### src/rtl/dmem_arbiter.sv
// Data-memory port arbiter between the core load/store path and a DMA/debug loader.
// Optional macro DMEM_ARB_LOCK_EN enables bounded DMA lock bursts; default build uses fixed core priority.
module dmem_arbiter #(
  parameter int AW            = 16,
  parameter int DW            = 16,
  parameter int RD_LAT        = 1,
  parameter int DMA_MAX_BURST = 4
) (
  input  logic          clk,
  input  logic          rst,
  input  logic          c_req,
  input  logic          c_we,
  input  logic [AW-1:0] c_addr,
  input  logic [DW-1:0] c_wdata,
  output logic          c_gnt,
  output logic          c_stall,
  output logic          c_rvalid,
  output logic [DW-1:0] c_rdata,
  input  logic          d_req,
  input  logic          d_we,
  input  logic [AW-1:0] d_addr,
  input  logic [DW-1:0] d_wdata,
  input  logic          d_lock,
  output logic          d_gnt,
  output logic          d_rvalid,
  output logic [DW-1:0] d_rdata,
  output logic [AW-1:0] mem_a,
  output logic [DW-1:0] mem_wd,
  output logic          mem_we,
  output logic          mem_re,
  input  logic [DW-1:0] mem_rd
);

  localparam logic [1:0] ST_IDLE   = 2'd0;
  localparam logic [1:0] ST_CORE   = 2'd1;
  localparam logic [1:0] ST_DMA    = 2'd2;
  localparam logic [3:0] BURST_MAX = 4'(DMA_MAX_BURST);

  logic [1:0]        state_q, state_d;
  logic [3:0]        burst_cnt_q, burst_cnt_d;
  logic [RD_LAT-1:0] pipe_vld_q, pipe_vld_d;
  logic [RD_LAT-1:0] pipe_id_q, pipe_id_d;
  logic [DW-1:0]     c_rdata_q, d_rdata_q;
  logic              lock_hold_s;
  logic              c_gnt_s, d_gnt_s;

`ifdef DMEM_ARB_LOCK_EN
  // A DMA lock only persists from the DMA state, and only until the burst budget is spent.
  assign lock_hold_s = (state_q == ST_DMA) & d_lock & d_req & (burst_cnt_q < BURST_MAX);
`else
  logic unused_lock_s;
  assign unused_lock_s = ^{d_lock, state_q};
  assign lock_hold_s   = 1'b0;
`endif

  // Grant selection; grants are forced low while reset is asserted.
  always_comb begin
    c_gnt_s = rst & c_req & ~lock_hold_s;
    d_gnt_s = rst & d_req & ~(c_req & ~lock_hold_s);
  end

  assign c_gnt   = c_gnt_s;
  assign d_gnt   = d_gnt_s;
  assign c_stall = rst & c_req & ~c_gnt_s;

  // Memory port mux follows the granted requester.
  always_comb begin
    if (c_gnt_s) begin
      mem_a  = c_addr;
      mem_wd = c_wdata;
      mem_we = c_we;
      mem_re = ~c_we;
    end else if (d_gnt_s) begin
      mem_a  = d_addr;
      mem_wd = d_wdata;
      mem_we = d_we;
      mem_re = ~d_we;
    end else begin
      mem_a  = {AW{1'b0}};
      mem_wd = {DW{1'b0}};
      mem_we = 1'b0;
      mem_re = 1'b0;
    end
  end

  // Ownership state and DMA burst counter next-state.
  always_comb begin
    if (c_gnt_s) begin
      state_d = ST_CORE;
    end else if (d_gnt_s) begin
      state_d = ST_DMA;
    end else begin
      state_d = ST_IDLE;
    end
    if (c_gnt_s || !c_req) begin
      burst_cnt_d = 4'd0;
    end else if (d_gnt_s && (burst_cnt_q < BURST_MAX)) begin
      burst_cnt_d = burst_cnt_q + 4'd1;
    end else begin
      burst_cnt_d = burst_cnt_q;
    end
  end

  // Response pipeline: stage 0 takes the new read, the last stage lines up with mem_rd.
  always_comb begin
    pipe_vld_d    = pipe_vld_q;
    pipe_id_d     = pipe_id_q;
    pipe_vld_d[0] = mem_re;
    pipe_id_d[0]  = d_gnt_s;
    for (int i = 1; i < RD_LAT; i++) begin
      pipe_vld_d[i] = pipe_vld_q[i-1];
      pipe_id_d[i]  = pipe_id_q[i-1];
    end
  end

  assign c_rvalid = pipe_vld_q[RD_LAT-1] & ~pipe_id_q[RD_LAT-1];
  assign d_rvalid = pipe_vld_q[RD_LAT-1] &  pipe_id_q[RD_LAT-1];
  assign c_rdata  = c_rvalid ? mem_rd : c_rdata_q;
  assign d_rdata  = d_rvalid ? mem_rd : d_rdata_q;

  // State, counter, pipeline and held read data registers.
  always_ff @(posedge clk or negedge rst) begin
    if (!rst) begin
      state_q     <= ST_IDLE;
      burst_cnt_q <= 4'd0;
      pipe_vld_q  <= {RD_LAT{1'b0}};
      pipe_id_q   <= {RD_LAT{1'b0}};
      c_rdata_q   <= {DW{1'b0}};
      d_rdata_q   <= {DW{1'b0}};
    end else begin
      state_q     <= state_d;
      burst_cnt_q <= burst_cnt_d;
      pipe_vld_q  <= pipe_vld_d;
      pipe_id_q   <= pipe_id_d;
      c_rdata_q   <= c_rdata;
      d_rdata_q   <= d_rdata;
    end
  end

endmodule
### config.mk
export PLATFORM = sky130hd
export DESIGN_NAME = dmem_arbiter
export DESIGN_NICKNAME = d
export VERILOG_FILES = /design/src/rtl/dmem_arbiter.sv
export SDC_FILE = /design/constraint.sdc
export NUM_CORES = 1
export LEC_CHECK = 0
export BUFFER_PORTS_ARGS = -buffer_cell sky130_fd_sc_hd__buf_2
export CORE_MARGIN = 2
export CORE_UTILIZATION = 38
export DETAILED_ROUTE_END_ITERATION = 10
export PLACE_DENSITY_LB_ADDON = 0.08
export REMOVE_ABC_BUFFERS = 1
export SLEW_MARGIN = 20
export SYNTH_ARGS = -nofsm -noshare
export SYNTH_HDL_FRONTEND = slang
export SYNTH_SLANG_ARGS = --single-unit
### constraint.sdc
create_clock -name clk -period 3.3 [get_ports clk]
set_clock_uncertainty 0.1 [all_clocks]
set_input_delay 0.66 -clock clk [delete_from_list [all_inputs] [get_ports clk]]
set_output_delay 0.66 -clock clk [all_outputs]
set_load 0.02 [all_outputs]
==> results.toml <==
[outcome]
status = "finished clean"

[synthesis]
syn_avg_cell_area_um2 = 13.77
synth_cells = 126
synth-seq-area-share_pct = 49.03
synth_area_leaders = "dfrtp_1, a32o_1, mux2_2, mux2_4, buf_2"
synth_top_area_share_pct = 49.03
yosys.area.top_type = "dfrtp_1"
syn_area_um2 = 1735
synth_cell_types = 15
ys_ff_latch = 34
yosys_warnings = 0

[sta]
setup_viol = 0
relSlewSlack_pct = 59.56
rsz0062_at_grt = "no"
tightest_slew_ps = 606.6
final.setup.tns_ps = 0
drv_slew = 0
fin_crit_ps = 2675
hold_violations = 0
hold-worst-slack_ps = 102.4
finalCritPeriodShare_pct = 81.05
timing.fmax_ghz = 0.3739

[layout]
num_antenna_cells = 0
final_net_count = 363
design_area_um2 = 2615
instances_no_fill = 329
layout-drive-gt1-share_pct = 71.84
area_delta_synth_final_pct = 50.69

[die]
fp.dieH_um = 71.58
coreArea_um2 = 4384
rows = 24
die_area_um2 = 5124
start_util_pct = 39.58
num_io_pins = 158
dieWidth_um = 71.58

[detailed_routing]
viasPerCell = 5.112
dr.pass1.iters = 4
num_vias = 1682
routed_wl_um = 5052
first_iter_violations = 95
drc = 0
antenna_left = 0
wl_per_cell_um = 15.36

[power]
cellPowerDensity_nw_per_um2 = 546.0
irDropWorstVdd_mv = 0.3268
leakage_uw = 0.001421

[clocking]
post_cts_buffers = 0
numCtsBuffers = 5
clkTransAtPathRegs_ps = 70
cts_tree = "yes"
ctsHoldBuffers = 0
cts.htree.levels = 2
cts_resized = 0
clk_path_buf_depth = 2
clock_latency_ps = 270
cts_root_buffer = "clkbuf_8"
cts_sinks = 34

[placement]
place.gp.congestion = 0.7976
placed_area_um2 = 2509
dp.cells = 321
numPortBuffers = 155
dp_hpwl_um = 3837

[worst_hold_path]
min_path_type = "input pin to async pin"

[global_routing]
grt_use_total_pct = 19.68
grt_pass1_vias = 1602
grt_pass1_wl_um = 7831
antenna_found_initial = 0
grt_max_degree = 36
grt-ovfl-total = 0

[critical_path]
end_kind = "output pin"
ff2ff_setup_slack_ps = 1610
worstPathArrival_ps = 1910
cp_max_fo = 9
worstReg2RegStart = "pipe_id_q"
critPathLaunchType = "register"
rr_endpoint = "c_rdata_q[4]"
required_ps = 2540
ff2ff_path_depth = 3
setup.worst_path.class = "register to output pin"

[run]
maxCapViolations = 0
## cell usage after synthesis
cell and n:
mux2_2 23, nor2b_1 1, nand2b_1 1, inv_1 4, clkbuf_1 3, buf_2 10, dfrtp_1 34, buf_6 1
buf_12 1, mux2_4 9, buf_4 1, conb_1 1, nand2_2 1, and2_1 2, a32o_1 34
## worst max path at each step
stage | start | to | slack, ps | depth (start not counted)
after global placement | rst | mem_re | 770 | 5
after floorplan | rst | mem_re | 270 | 2
final | pipe_id_q | c_rdata[4] | 630 | 4
after detailed placement | rst | mem_a[12] | 770 | 5
after CTS | pipe_id_q | c_rdata[4] | 580 | 4
after global routing | pipe_id_q | c_rdata[2] | 510 | 4
## logic make-up after synthesis
kind of cell,after synthesis,share of synthesized area [%]
buffers and inverters,20,6.633
AOI/OAI and AO/OA,34,19.61
and+or+nand+nor,5,1.803
other,1,0.2161
muxes,32,22.71
DFF,34,49.03
## state kept, by name, indices dropped and copies added (netlist names)
name        cells
c_rdata_q      16
d_rdata_q      16
pipe_id_q       1
pipe_vld_q      1
## cells in the final DEF (no fill, tap or decap), drive strengths merged
| master | n |
|---|---|
| bufinv | 1 |
| clkbuf | 7 |
| nor2b | 1 |
| buf | 159 |
| nand2b | 1 |
| mux2 | 32 |
| dfrtp | 34 |
| inv | 4 |
| nand2 | 1 |
| a32o | 34 |
| and2 | 2 |
| conb | 1 |
## critical path, stage by stage, from the launching register on
cell      delay (ps)
dfrtp_1          350
nand2b_1         460
buf_4            310
mux2_2           360
buf_2            160
## power by group
part / total [µW] / internal [µW] / switching, µW
sequential: 532 / 510 / 22.6
clock: 367 / 226 / 141
combinational: 528 / 225 / 303
## final cells by class
type | instances | area, µm²
flip-flops and latches | 34 | 850.8
fillers | 392 | 1769
clock inverters | 1 | 30.03
inverters | 4 | 15.01
well taps | 52 | 65.06
clock buffers | 7 | 76.32
multi-input cells | 72 | 772.0
repair buffers | 159 | 805.8
## metrics by stage
stage | util [%] | setup slack [ps] | total power (µW)
finish | 59.65 | 625.4 | 1428
global route | 59.65 | 514.6 | 1508
CTS | 59.65 | 577.3 | 1454
detailed placement | 57.22 | 766.3 | 1074
global placement | 57.22 | 771.5 | 1066
floorplan | - | 265.8 | 865.9
## per-layer routing
layer,track usage (%),up-vias,share of wire [%]
met5,0,-,0
met4,5.031,0,0.67
met3,5.204,4,8.3
met2,34.05,85,51
met1,24.41,797,40
li1,-,796,-
Power figures use the tool's default switching activity.
